**src/rtl/rx_bit_unstuffer.sv**
```systemverilog
// Receive-side NRZI decoder and bit unstuffer for the full-speed USB datapath.
// Emits one payload bit per strobe, drops stuff bits, and flags seventh-one violations.
module rx_bit_unstuffer #(
  parameter int STUFF_LEN = 6
) (
  input  logic clk,
  input  logic n_rst,
  input  logic line_in,
  input  logic bit_strobe,
  input  logic clear,
  output logic bit_out,
  output logic shift_en,
  output logic stuff_err,
  output logic rx_err
);

  localparam int CW = $clog2(STUFF_LEN + 1);
  localparam logic [CW-1:0] CNT_MAX = CW'(STUFF_LEN);
  localparam logic [CW-1:0] CNT_ONE = CW'(1);
  localparam logic [CW-1:0] CNT_ZERO = CW'(0);

  logic [CW-1:0] ones_cnt_r;
  logic [CW-1:0] ones_cnt_s;
  logic          prev_line_r;
  logic          prev_line_s;
  logic          dec_s;
  logic          bit_s;
  logic          shift_s;
  logic          serr_s;
  logic          rx_err_s;

  // Next-state decode: clear wins, then strobe handling, otherwise hold with pulses low.
  always_comb begin
    dec_s       = ~(line_in ^ prev_line_r);
    ones_cnt_s  = ones_cnt_r;
    prev_line_s = prev_line_r;
    bit_s       = bit_out;
    rx_err_s    = rx_err;
    shift_s     = 1'b0;
    serr_s      = 1'b0;
    if (clear) begin
      ones_cnt_s  = CNT_ZERO;
      prev_line_s = 1'b1;
      bit_s       = 1'b0;
      rx_err_s    = 1'b0;
    end else if (bit_strobe) begin
      prev_line_s = line_in;
      if (ones_cnt_r == CNT_MAX) begin
        // Bit after a full run of ones is never payload; a 1 here is a violation.
        ones_cnt_s = CNT_ZERO;
        if (dec_s) begin
          serr_s   = 1'b1;
          rx_err_s = 1'b1;
        end else begin
          serr_s   = 1'b0;
        end
      end else begin
        shift_s = 1'b1;
        bit_s   = dec_s;
        if (dec_s) begin
          ones_cnt_s = ones_cnt_r + CNT_ONE;
        end else begin
          ones_cnt_s = CNT_ZERO;
        end
      end
    end else begin
      shift_s = 1'b0;
    end
  end

  // State and output registers; idle line level J is 1.
  always_ff @(posedge clk or negedge n_rst) begin
    if (!n_rst) begin
      ones_cnt_r  <= CNT_ZERO;
      prev_line_r <= 1'b1;
      bit_out     <= 1'b0;
      shift_en    <= 1'b0;
      stuff_err   <= 1'b0;
      rx_err      <= 1'b0;
    end else begin
      ones_cnt_r  <= ones_cnt_s;
      prev_line_r <= prev_line_s;
      bit_out     <= bit_s;
      shift_en    <= shift_s;
      stuff_err   <= serr_s;
      rx_err      <= rx_err_s;
    end
  end

endmodule

```
**config.mk**
```make
export PLATFORM = sky130hd
export DESIGN_NAME = rx_bit_unstuffer
export DESIGN_NICKNAME = d
export VERILOG_FILES = /design/src/rtl/rx_bit_unstuffer.sv
export SDC_FILE = /design/constraint.sdc
export NUM_CORES = 1
export LEC_CHECK = 0
export ABC_CLOCK_PERIOD_IN_PS = 2700
export CORE_AREA = 10 10 47 49
export DETAILED_ROUTE_END_ITERATION = 10
export DIE_AREA = 0 0 57 59
export GPL_TIMING_DRIVEN = 0
export PLACE_DENSITY = 0.51
export SYNTH_ARGS = -nofsm -noshare
export SYNTH_HDL_FRONTEND = slang
export SYNTH_SLANG_ARGS = --single-unit
```
**constraint.sdc**
```tcl
create_clock -name clk -period 2.7 [get_ports clk]
set_input_delay 0.54 -clock clk [delete_from_list [all_inputs] [get_ports clk]]
set_output_delay 0.54 -clock clk [all_outputs]
set_load 0.01 [all_outputs]
```
==> impl_metrics.tcl <==
set metrics [dict create \
    antenna_found_initial 0 \
    ys_seq_area_share_pct 49.2 \
    syn_area_per_cell_sq_um 11.4 \
    worstSetupStartpointType "flip-flop" \
    drc_errors 0 \
    nNetsFinal 55 \
    synth_area_leaders "dfrtp_1, dfstp_2, ha_1" \
    arrival_ps 1150 \
    yosys.area.top_type_share_pct 42.8 \
    die_h_microns 59 \
    cp.required_ps 2160 \
    synthToLayoutAreaGrowth_pct 28.4 \
    tightestPinTransition_ps 354 \
    totalPowerFinal_mw 0.263 \
    rrSetupSlack_ps 1480 \
    synth_nets 43 \
    viasPerCell 4.75 \
    grt-ovfl-total 0 \
    yosysMostFrequentCell "dfrtp_1" \
    ys_ff_latch 8 \
    cts-resized-gates 0 \
    synth_cell_types 23 \
    insertedDiodeCount 0 \
    critPathBufInv 1 \
    grt_pass1_vias 328 \
    coreArea_sq_um 1400 \
    grtUsageTotal_pct 5.48 \
    crit_path_max_fanout 2 \
    path_clk_slew_ps 60 \
    syn_area_sq_um 409 \
    grt_pass1_wl_mm 1.42 \
    die_width_microns 57 \
    cts_tree "done" \
    grt_max_degree 11 \
    wl_per_cell_microns 12.5 \
    finalSetupViolCount 0 \
    drt_iter0_drc 0 \
    clkLatencyLatePin_ps 260 \
    period_minus_slack_ps 1690 \
    relSlewSlack_pct 76.4 \
    hp-class "primary input to flip-flop" \
    dpl_cell_area_sq_um 499 \
    drv_cap 0 \
    cts_max_path_buffers 2 \
    final_cell_area_sq_um 526 \
    ant_nets 0 \
    synth_common_cells "dfrtp_1, a21oi_1, nand2_1" \
    row_count 14 \
    synth_ff_type "dfrtp_1" \
    cts_buffers 3 \
    hold_buffers 0 \
    critPathTopFamily "buffers and inverters" \
    drt_pass1_iterations 1 \
    hpwlAfterDp_microns 615 \
    numClockSinks 8 \
    boundaryPins 9 \
    syn_inst 36 \
    start_util_pct 29.2 \
    maxSlewViolCount 0 \
    peakVddDrop_mv 0.222 \
    htree_levels 1 \
    fin_skew_ps 8.42 \
    fin_crit_sh_pct 62.4 \
    routed_wl_microns 786 \
    power.leakage_nw 0.230 \
    setup_slack_ps 1010 \
    status "finished, final reports clean" \
    slowest_stage "clkdlybuf4s50_1" \
    synth_top_area_cell "dfrtp_1" \
    path_cells "clkdlybuf4s50_1" \
    rsz0062_at_grt "no" \
    drive_gt1_share_pct 21.3 \
    place_ws_ps 1020 \
    fin_tns_setup_ps 0 \
    hold_viol 0 \
    fill_cells 149 \
    cts_root_buf "clkbuf_4" \
    synth_warnings 0 \
    port_buffers 7 \
    final_util_pct 37.5 \
    routabilityCongestion 0.763 \
    fmax_mhz 593 \
    powerDensity_nw_per_um2 500 \
    post_cts_buffers 0 \
    die-area_sq_um 3360 \
    via_count 299 \
    synth_edf_count 0 \
    async_flop_share_pct 100 \
    crit_type "flip-flop to output pin" \
    cp-end-kind "output pin" \
    cpPeakStageDelay_ps 540 \
]
==> per-layer routing <==
layer | up-vias | GRT usage [%] | share of wire [%]
met4 | 0 | 3.02 | 0.89
li1 | 148 | - | -
met5 | - | 0 | 0
met1 | 139 | 5.80 | 44
met2 | 10 | 8.37 | 48
met3 | 2 | 3.22 | 6.9
==> final timing paths <==
check,from,end,cells past startpoint
worst max-delay path,bit_out,bit_out,1
worst min-delay path,clear,ones_cnt_r[1],2
worst max register to register,ones_cnt_r[0],ones_cnt_r[2],5
worst min register to register,ones_cnt_r[0],ones_cnt_r[0],1
max in group asynchronous,n_rst,prev_line_r,1
min in group asynchronous,n_rst,stuff_err,1
==> cell families (layout without fill, tap and decap cells) <==
kind of cell / count (synthesis) / count (layout) / synth area share, %
and+or+nand+nor: 14 / 14 / 20.5
AOI/OAI and AO/OA: 8 / 8 / 14.7
DFF: 8 / 8 / 49.2
buffers and inverters: 3 / 14 / 5.50
adders and majority gates: 2 / 2 / 6.12
xor gates and xnor gates: 1 / 1 / 3.98
==> cell type report <==
class | instances | area (sq um) | area share [%]
plain buffers | 2 | 18.8 | 3.57
clock buffers | 4 | 26.3 | 5.00
inverters | 1 | 3.75 | 0.714
multi-input cells | 25 | 185 | 35.2
flip-flops and latches | 8 | 201 | 38.3
well taps | 16 | 20.0 | 3.81
repair buffers | 7 | 70.1 | 13.3
==> cell usage in the layout, fill, tap and decap left out, types with 2 or more instances in the layout <==
master and count:
clkdlybuf4s50_1 7, nand2b_1 2, nor2_1 2, dfrtp_1 7, clkbuf_4 3, nand2_1 3, ha_1 2, a21oi_1 3
==> sequential cells by signal, summed over array words and instances, names as in the netlist <==
name	count
shift_en	1
prev_line_r	1
bit_out	1
rx_err	1
ones_cnt_r	3
stuff_err	1
==> report_power, final <==
part	switching, mW	leakage [nW]	total, mW	internal (mW)
clock	0.0429	0.0150	0.0995	0.0567
combinational	0.0164	0.109	0.0347	0.0183
sequential	0.00340	0.106	0.129	0.125
==> metrics by stage <==
step,hold WS [ps],cells
floorplan,244,36
global placement,485,59
detailed placement,491,59
CTS,467,63
global route,476,63
finish,475,63
Note: power is estimated with default switching activity, not from simulation.
